**src/rtl/mem_arb_pkg.sv**
```systemverilog
`default_nettype none
// +------------------------------------------------------------------------+
// | mem_arb_pkg                                                            |
// | Shared defaults and FSM state encoding for the two-port memory         |
// | arbiter.                                                               |
// | Contents: ADDR_W_DEF, DATA_W_DEF, NUM_REQ, state_e                     |
// | Revision: 1.0 - initial release                                        |
// +------------------------------------------------------------------------+
package mem_arb_pkg;

  localparam int ADDR_W_DEF = 7;
  localparam int DATA_W_DEF = 8;
  localparam int NUM_REQ    = 2;

  typedef enum logic [1:0] {
    ST_IDLE    = 2'd0,
    ST_ACCESS  = 2'd1,
    ST_CAPTURE = 2'd2
  } state_e;

endpackage
`default_nettype wire

```
**src/rtl/mem_arbiter_if.sv**
```systemverilog
`default_nettype none
// +------------------------------------------------------------------------+
// | mem_arbiter_if                                                         |
// | Bundle of both requester ports and the synchronous memory port.        |
// | Requesters : req0/1, we0/1, addr0/1, wdata0/1 -> gnt0/1, ack0/1,       |
// |              rdata0/1                                                  |
// | Memory     : cs, we, address, data_out -> data_in                      |
// | Modports   : slave (arbiter view), master (environment view)           |
// | Revision: 1.0 - initial release                                        |
// +------------------------------------------------------------------------+
interface mem_arbiter_if
  import mem_arb_pkg::*;
#(
  parameter int ADDR_W = ADDR_W_DEF,
  parameter int DATA_W = DATA_W_DEF
);

  logic              req0, req1;
  logic              we0, we1;
  logic [ADDR_W-1:0] addr0, addr1;
  logic [DATA_W-1:0] wdata0, wdata1;
  logic              gnt0, gnt1;
  logic              ack0, ack1;
  logic [DATA_W-1:0] rdata0, rdata1;
  logic              cs;
  logic              we;
  logic [ADDR_W-1:0] address;
  logic [DATA_W-1:0] data_out;
  logic [DATA_W-1:0] data_in;

  modport slave (
    input  req0, req1, we0, we1, addr0, addr1, wdata0, wdata1, data_in,
    output gnt0, gnt1, ack0, ack1, rdata0, rdata1, cs, we, address, data_out
  );

  modport master (
    output req0, req1, we0, we1, addr0, addr1, wdata0, wdata1, data_in,
    input  gnt0, gnt1, ack0, ack1, rdata0, rdata1, cs, we, address, data_out
  );

endinterface
`default_nettype wire

```
**src/rtl/mem_arbiter_rr_arbiter2.sv**
```systemverilog
`default_nettype none
// +------------------------------------------------------------------------+
// | rr_arbiter2                                                            |
// | Two-way round-robin pick with a 1-bit last-grant pointer.              |
// | req_i  : request vector                                                |
// | last_i : port granted most recently                                    |
// | pick_o : one-hot winner (all zero when nobody requests)                |
// | Revision: 1.0 - initial release                                        |
// +------------------------------------------------------------------------+
module rr_arbiter2
  import mem_arb_pkg::*;
(
  input  logic [NUM_REQ-1:0] req_i,
  input  logic               last_i,
  output logic [NUM_REQ-1:0] pick_o
);

  always_comb begin
    pick_o = req_i;
    // On a tie the port that was not granted last time wins.
    if (req_i == 2'b11) begin
      pick_o = last_i ? 2'b01 : 2'b10;
    end
  end

endmodule
`default_nettype wire

```
**src/rtl/mem_arbiter.sv**
```systemverilog
`default_nettype none
// +------------------------------------------------------------------------+
// | mem_arbiter                                                            |
// | Shares one synchronous single-port memory between two requesters.      |
// | One access takes IDLE -> ACCESS -> CAPTURE; every output registered.   |
// | clk, rst_n : clock, asynchronous active-low reset                      |
// | bus        : mem_arbiter_if.slave (requester and memory signals)       |
// | Revision: 1.0 - initial release                                        |
// +------------------------------------------------------------------------+
module mem_arbiter
  import mem_arb_pkg::*;
#(
  parameter int ADDR_W = ADDR_W_DEF,
  parameter int DATA_W = DATA_W_DEF
)(
  input  logic          clk,
  input  logic          rst_n,
  mem_arbiter_if.slave  bus
);

  state_e              state_q, state_d;
  logic                last_q, last_d;   // port granted most recently
  logic                win_q, win_d;     // port owning the current access
  logic                rd_q, rd_d;       // current access is a read
  logic                cs_q, cs_d;
  logic                we_q, we_d;
  logic [ADDR_W-1:0]   addr_q, addr_d;
  logic [DATA_W-1:0]   dout_q, dout_d;
  logic [NUM_REQ-1:0]  gnt_q, gnt_d;
  logic [NUM_REQ-1:0]  ack_q, ack_d;
  logic [DATA_W-1:0]   rdata0_q, rdata0_d;
  logic [DATA_W-1:0]   rdata1_q, rdata1_d;
  logic [NUM_REQ-1:0]  pick;

  rr_arbiter2 u_rr (
    .req_i  ({bus.req1, bus.req0}),
    .last_i (last_q),
    .pick_o (pick)
  );

  always_comb begin
    state_d  = state_q;
    last_d   = last_q;
    win_d    = win_q;
    rd_d     = rd_q;
    cs_d     = cs_q;
    we_d     = we_q;
    addr_d   = addr_q;
    dout_d   = dout_q;
    gnt_d    = '0;
    ack_d    = '0;
    rdata0_d = rdata0_q;
    rdata1_d = rdata1_q;

    case (state_q)
      ST_IDLE: begin
        cs_d = 1'b0;
        we_d = 1'b0;
        if (|pick) begin
          win_d   = pick[1];
          last_d  = pick[1];
          rd_d    = pick[1] ? ~bus.we1 : ~bus.we0;
          cs_d    = 1'b1;
          we_d    = pick[1] ? bus.we1 : bus.we0;
          addr_d  = pick[1] ? bus.addr1 : bus.addr0;
          dout_d  = pick[1] ? bus.wdata1 : bus.wdata0;
          gnt_d   = pick;
          state_d = ST_ACCESS;
        end
      end
      // The memory samples at the edge closing ACCESS, so cs/we are
      // released on that same edge and read 0 throughout CAPTURE.
      ST_ACCESS: begin
        cs_d    = 1'b0;
        we_d    = 1'b0;
        state_d = ST_CAPTURE;
      end
      // data_in now holds the word addressed during ACCESS.
      ST_CAPTURE: begin
        if (rd_q) begin
          if (win_q) rdata1_d = bus.data_in;
          else       rdata0_d = bus.data_in;
        end
        ack_d[win_q] = 1'b1;
        state_d      = ST_IDLE;
      end
      default: begin
        state_d = ST_IDLE;
      end
    endcase
  end

  always_ff @(posedge clk or negedge rst_n) begin
    if (!rst_n) begin
      state_q  <= ST_IDLE;
      last_q   <= 1'b1;          // port 0 wins the first tie
      win_q    <= 1'b0;
      rd_q     <= 1'b0;
      cs_q     <= 1'b0;
      we_q     <= 1'b0;
      addr_q   <= '0;
      dout_q   <= '0;
      gnt_q    <= '0;
      ack_q    <= '0;
      rdata0_q <= '0;
      rdata1_q <= '0;
    end else begin
      state_q  <= state_d;
      last_q   <= last_d;
      win_q    <= win_d;
      rd_q     <= rd_d;
      cs_q     <= cs_d;
      we_q     <= we_d;
      addr_q   <= addr_d;
      dout_q   <= dout_d;
      gnt_q    <= gnt_d;
      ack_q    <= ack_d;
      rdata0_q <= rdata0_d;
      rdata1_q <= rdata1_d;
    end
  end

  assign bus.gnt0     = gnt_q[0];
  assign bus.gnt1     = gnt_q[1];
  assign bus.ack0     = ack_q[0];
  assign bus.ack1     = ack_q[1];
  assign bus.rdata0   = rdata0_q;
  assign bus.rdata1   = rdata1_q;
  assign bus.cs       = cs_q;
  assign bus.we       = we_q;
  assign bus.address  = addr_q;
  assign bus.data_out = dout_q;

endmodule
`default_nettype wire

```
**src/flat_wrapper.sv**
```systemverilog
// flat-port wrapper written by rule: the top's interface ports become plain ports
module mem_arbiter_flat import mem_arb_pkg::*;
#(
  parameter int ADDR_W = ADDR_W_DEF,
  parameter int DATA_W = DATA_W_DEF
)
  (clk, rst_n, bus_req0, bus_req1, bus_we0, bus_we1, bus_addr0, bus_addr1, bus_wdata0, bus_wdata1, bus_data_in, bus_gnt0, bus_gnt1, bus_ack0, bus_ack1, bus_rdata0, bus_rdata1, bus_cs, bus_we, bus_address, bus_data_out);
  mem_arbiter_if #(.ADDR_W(ADDR_W), .DATA_W(DATA_W)) bus_i ();
  input  logic clk;
  input  logic rst_n;
  input wire logic [$bits(bus_i.req0)-1:0] bus_req0;
  input wire logic [$bits(bus_i.req1)-1:0] bus_req1;
  input wire logic [$bits(bus_i.we0)-1:0] bus_we0;
  input wire logic [$bits(bus_i.we1)-1:0] bus_we1;
  input wire logic [$bits(bus_i.addr0)-1:0] bus_addr0;
  input wire logic [$bits(bus_i.addr1)-1:0] bus_addr1;
  input wire logic [$bits(bus_i.wdata0)-1:0] bus_wdata0;
  input wire logic [$bits(bus_i.wdata1)-1:0] bus_wdata1;
  input wire logic [$bits(bus_i.data_in)-1:0] bus_data_in;
  output wire logic [$bits(bus_i.gnt0)-1:0] bus_gnt0;
  output wire logic [$bits(bus_i.gnt1)-1:0] bus_gnt1;
  output wire logic [$bits(bus_i.ack0)-1:0] bus_ack0;
  output wire logic [$bits(bus_i.ack1)-1:0] bus_ack1;
  output wire logic [$bits(bus_i.rdata0)-1:0] bus_rdata0;
  output wire logic [$bits(bus_i.rdata1)-1:0] bus_rdata1;
  output wire logic [$bits(bus_i.cs)-1:0] bus_cs;
  output wire logic [$bits(bus_i.we)-1:0] bus_we;
  output wire logic [$bits(bus_i.address)-1:0] bus_address;
  output wire logic [$bits(bus_i.data_out)-1:0] bus_data_out;
  assign bus_i.req0 = bus_req0;
  assign bus_i.req1 = bus_req1;
  assign bus_i.we0 = bus_we0;
  assign bus_i.we1 = bus_we1;
  assign bus_i.addr0 = bus_addr0;
  assign bus_i.addr1 = bus_addr1;
  assign bus_i.wdata0 = bus_wdata0;
  assign bus_i.wdata1 = bus_wdata1;
  assign bus_i.data_in = bus_data_in;
  assign bus_gnt0 = bus_i.gnt0;
  assign bus_gnt1 = bus_i.gnt1;
  assign bus_ack0 = bus_i.ack0;
  assign bus_ack1 = bus_i.ack1;
  assign bus_rdata0 = bus_i.rdata0;
  assign bus_rdata1 = bus_i.rdata1;
  assign bus_cs = bus_i.cs;
  assign bus_we = bus_i.we;
  assign bus_address = bus_i.address;
  assign bus_data_out = bus_i.data_out;
  mem_arbiter #(.ADDR_W(ADDR_W), .DATA_W(DATA_W)) u_core (.clk(clk), .rst_n(rst_n), .bus(bus_i));
endmodule
```
**config.mk**
```make
export PLATFORM = sky130hd
export DESIGN_NAME = mem_arbiter_flat
export DESIGN_NICKNAME = d
export VERILOG_FILES = /design/src/rtl/mem_arb_pkg.sv /design/src/rtl/mem_arbiter_if.sv /design/src/rtl/mem_arbiter_rr_arbiter2.sv /design/src/rtl/mem_arbiter.sv /design/src/flat_wrapper.sv
export SDC_FILE = /design/constraint.sdc
export NUM_CORES = 1
export LEC_CHECK = 0
export BUFFER_PORTS_ARGS = -buffer_cell sky130_fd_sc_hd__buf_4
export CELL_PAD_IN_SITES_DETAIL_PLACEMENT = 0
export CELL_PAD_IN_SITES_GLOBAL_PLACEMENT = 1
export CORE_MARGIN = 4
export CORE_UTILIZATION = 35
export DETAILED_ROUTE_END_ITERATION = 16
export HOLD_SLACK_MARGIN = 0.08
export PLACE_DENSITY = 0.77
export SLEW_MARGIN = 5
export SYNTH_ARGS = -nofsm -noshare
export SYNTH_HDL_FRONTEND = slang
export SYNTH_SLANG_ARGS = --single-unit
```
**constraint.sdc**
```tcl
create_clock -name clk -period 2 [get_ports clk]
set_input_delay 0.1 -clock clk [delete_from_list [all_inputs] [get_ports clk]]
set_output_delay 0.1 -clock clk [all_outputs]
set_load 0.03 [all_outputs]
```
==> results by stage <==
Detailed routing:
- The via density per instance is 4.61.
- Before antenna repair, the detailed router went through 6 iterations.
- For this block, the initial DRC count from the detailed router was 32.
- The remaining design rule violation count is 0.
- After detailed routing, the wire length on met1 is 1.58 mm.
- The routed length per instance is 14.3 um.
- In the detailed route, the total length drawn on met2 is 1.83 mm.
- In this run the remaining antenna-violating nets after routing total 0.
- After detailed routing, the met3 layer carries 486 um of wire.
- Signal routing reaches up to met4.
- For this block, the routed nets add up to 3.98 mm of wire.
- Across all layers, the routed design uses 1281 vias.

CTS:
- The clock passes through at most 2 buffers.
- The H-tree was split into 2 levels.
- TritonCTS built the clock tree.
- The TritonCTS buffer count is 5.
- The number of clock sinks is 42.
- The clock tree root driver cell is sky130_fd_sc_hd__clkbuf_8.
- The clock reaches the later pin of the worst-skew pair after 0.28 ns.
- Post-CTS repair changed the size of 0 cells.
- The clock transition time at the flip-flop clock pins of the worst setup and hold paths is 0.08 ns.

Yosys:
- The synthesized-area fraction occupied by and/or/nand/nor cells is 3.64%.
- The synthesized design contains 42 register bits.
- Yosys mapped the design onto 23 distinct sky130hd cell types.
- The sequential element share of the synthesized area is 58.9%.
- In the synthesized netlist, mux cells make up 31.8% of the area.
- The adder-cell area share of the yosys netlist is 0%.
- Summing every instance area after synthesis gives 0.00179 mm^2.
- Synthesis produced a netlist whose cell count is 115.
- The mean post-synth cell area is 15.5 um^2.
- The xor and xnor area share after synthesis is 0%.
- By area, the combinational part of the netlist is dominated by multiplexers.
- The count of synthesis-stage warnings from yosys is 0.
- The net count after synthesis is 159.
- The complex-gate fraction of the synthesized area is 2.66%.

Floorplanning:
- The core region is 0.00485 mm^2.
- The number of placement rows is 25.
- For this design the top-level I/O count stands at 81.
- The chip width is 79.5 um.
- The effective utilization at floorplan is 36.9%.
- Measured along the y axis, the die boundary spans 79.5 um.
- The die covers 0.00632 mm^2.

Power:
- IR analysis of the VDD net gives a maximum drop of 0.000820 V.
- The portion of total power attributed to combinational logic is 51.9%.
- The ratio of total power to cell area is 1620 mW/mm^2.
- The leakage power figure is 1.30 nW.
- Summed over all nets, the switching power comes to 1.73 mW.
- The switching share of power is 40.2%.
- The share of total power dissipated in sequential elements is 35.5%.
- The internal power component is 2.57 mW.
- Of the total power, the clock network draws 12.6%.

Timing:
- The actual slew at the worst max-slew pin is 0.927 ns.
- Setup violations remaining at the end of the flow were counted as 0.
- Counting I/O delays and the setup requirement, the final critical path takes 1.78 ns.
- Setup repair after global routing left no endpoint under its margin.
- The number of pins with negative max-slew slack in the final report is 0.
- The smallest setup slack after layout is 0.225 ns.
- Based on the critical path, the design can be clocked at up to 563 MHz.
- The number of hold violations in the final report is 0.
- The aggregate negative setup slack is 0 ns.
- The final period utilization is 88.8%.
- The setup skew after layout is 0.00726 ns.
- The worst pin sits at a relative slew slack of 38.2%.

Cells and area:
- The repair_antennas step left the layout with diodes totalling 0.
- The final cell count without fillers is 278.
- Of the cells placed in the final design, the portion with a size suffix greater than 1 is 65.9%.
- The post-layout utilization of the core is 54.9%.
- With fillers left out, the area of the finished cells amounts to 0.00266 mm^2.
- The sequential standard cell area is 0.00105 mm^2.
- The total number of nets in the final design is 254.
- The number of inserted filler cells in the final layout is 405.
- The multi-input logic area is 688 um^2.
- From synthesis to final layout, the design area changed by 48.8%.

Placement:
- The HPWL after detailed placement is 3.00 mm.
- OpenSTA, run right after detailed placement, puts the worst setup slack at 0.343 ns.
- The number of cells after detailed placement is 259.
- At the end of routability-driven placement, the weighted congestion stood at 0.697.
- The placed instances occupy a cell area of 0.00246 mm^2.
- Port buffering added 80 buffers.

Worst setup path:
- The worst setup path is captured at a register.
- The maximum fanout count along the critical path is 19.
- STA classifies the critical path startpoint as an input port.
- The critical path is of the input port to register type.
- Data on the critical path arrives at its endpoint at 1.95 ns.
- At the worst endpoint, the required time is 2.17 ns.

Global route:
- The initial antenna violation count is 0.
- Summed over all layers, the global routing overflow is 0.
- Across every metal layer, demand over resource in global routing totals 13.5%.
- The first global-routing pass estimated 6.62 mm of wire.
- The via count of the first global-routing pass was 1469.
- Entering global routing, the biggest net connects 43 pins.

Outcome:
- The run finished with clean final reports.

Job:
- The max-cap check violation count is 0.

Min path:
- In this run the worst hold path is classified as input port to register.
[synthesized netlist by cell type]
library cell                n  area, um^2
sky130_fd_sc_hd__and3b_1    1        8.76
sky130_fd_sc_hd__a21bo_1    1        10.0
sky130_fd_sc_hd__mux2_2    39         439
sky130_fd_sc_hd__mux2_4     8         120
sky130_fd_sc_hd__mux2i_1    1        10.0
sky130_fd_sc_hd__buf_6      1        11.3
sky130_fd_sc_hd__buf_2      3        15.0
sky130_fd_sc_hd__a31oi_1    1        6.26
sky130_fd_sc_hd__nor2b_1    1        6.26
sky130_fd_sc_hd__dfstp_2    1        26.3
sky130_fd_sc_hd__nand4b_1   1        8.76
sky130_fd_sc_hd__a21o_1     1        7.51
sky130_fd_sc_hd__o21ai_2    1        8.76
sky130_fd_sc_hd__inv_1      2        7.51
sky130_fd_sc_hd__o21ai_0    1        5.00
sky130_fd_sc_hd__buf_12     1        20.0
sky130_fd_sc_hd__a21oi_1    2        10.0
sky130_fd_sc_hd__dfrtp_1   41        1030
sky130_fd_sc_hd__nor3_1     1        5.00
sky130_fd_sc_hd__nor4bb_1   1        10.0
sky130_fd_sc_hd__nand2_1    4        15.0
sky130_fd_sc_hd__nor3b_1    1        7.51
sky130_fd_sc_hd__nor2_1     1        3.75
[cells by family (layout without fill, tap and decap cells)]
group | count (synthesis) | after routing
mux | 48 | 48
flops | 42 | 42
compound gates | 7 | 7
buf+inv | 7 | 103
simple gates | 11 | 11
[flip-flops by register name, indices dropped and copies added, names as in the netlist]
register / count
u_core.bus.data_out: 8
u_core.bus.rdata0: 8
u_core.bus.rdata1: 8
u_core.bus.address: 7
u_core.ack_q: 2
u_core.gnt_q: 2
u_core.state_q: 2
u_core.bus.cs: 1
u_core.bus.we: 1
u_core.last_q: 1
u_core.rd_q: 1
u_core.win_q: 1
[worst paths after layout]
path                               start  slack, ns                     end  cells past startpoint
max                             bus_req1       0.22  u_core.bus.data_out[7]                      4
min                              bus_we1       0.13           u_core.bus.we                      3
max reg2reg                u_core.last_q       0.34  u_core.bus.data_out[7]                      4
min reg2reg                u_core.bus.cs       0.49           u_core.bus.cs                      2
max in group asynchronous          rst_n       1.30           u_core.last_q                      2
min in group asynchronous          rst_n       0.34    u_core.bus.rdata0[1]                      2
[worst max-delay path, cell delays in order]
cell and delay [ns]:
sky130_fd_sc_hd__dlygate4sd3_1 0.54, sky130_fd_sc_hd__buf_4 0.15, sky130_fd_sc_hd__o21ai_2 0.73, sky130_fd_sc_hd__mux2_2 0.42
[final cells by class]
class | instances | area share [%]
multi-input combinational | 66 | 25.9
sequential | 42 | 39.5
clock inverter | 1 | 0.188
clock buffer | 7 | 3.24
timing repair buffer | 93 | 27.7
tap | 67 | 3.15
inverter | 2 | 0.282
[power groups by stage]
stage	logic (mW)	clock network, mW	registers [mW]
finish	2.23	0.542	1.53
detailed placement	2.25	0	1.55
global route	2.38	0.601	1.59
floorplan	0.722	0	2.22
global placement	2.20	0	1.52
CTS	2.27	0.573	1.53
[placed cells by master (no fill, tap or decap)]
master / instances
sky130_fd_sc_hd__a21bo_1: 1
sky130_fd_sc_hd__a21o_1: 1
sky130_fd_sc_hd__a21oi_1: 2
sky130_fd_sc_hd__a31oi_1: 1
sky130_fd_sc_hd__and3b_1: 1
sky130_fd_sc_hd__buf_12: 1
sky130_fd_sc_hd__buf_4: 81
sky130_fd_sc_hd__clkbuf_1: 1
sky130_fd_sc_hd__clkbuf_8: 6
sky130_fd_sc_hd__clkinv_2: 1
sky130_fd_sc_hd__dfrtp_1: 41
sky130_fd_sc_hd__dfstp_2: 1
sky130_fd_sc_hd__dlygate4sd3_1: 11
sky130_fd_sc_hd__inv_1: 2
sky130_fd_sc_hd__mux2_2: 39
sky130_fd_sc_hd__mux2_4: 8
sky130_fd_sc_hd__mux2i_1: 1
sky130_fd_sc_hd__nand2_1: 4
sky130_fd_sc_hd__nand4b_1: 1
sky130_fd_sc_hd__nor2_1: 1
sky130_fd_sc_hd__nor2b_1: 1
sky130_fd_sc_hd__nor3_1: 1
sky130_fd_sc_hd__nor3b_1: 1
sky130_fd_sc_hd__nor4bb_2: 1
sky130_fd_sc_hd__o21ai_0: 1
sky130_fd_sc_hd__o21ai_2: 1
[per-stage QoR]
stage	total power, mW	hold slack (ns)
floorplan	2.94	-0.196
global placement	3.73	0.105
detailed placement	3.79	0.119
CTS	4.37	0.130
global route	4.57	0.154
finish	4.30	0.132
[per-layer routing]
metal / vias to the layer above / track usage, %
met3: 9 / 5.30
li1: 595 / -
met2: 75 / 22.1
met1: 602 / 15.5
met5: - / 0
met4: 0 / 5.84
[repair_timing]
action | in CTS | in global routing
endpoints found under the hold margin | 59 | 0
hold buffers | 11 | 0
buffers inserted | 0 | 0
Note: power is estimated with default switching activity, not from simulation.
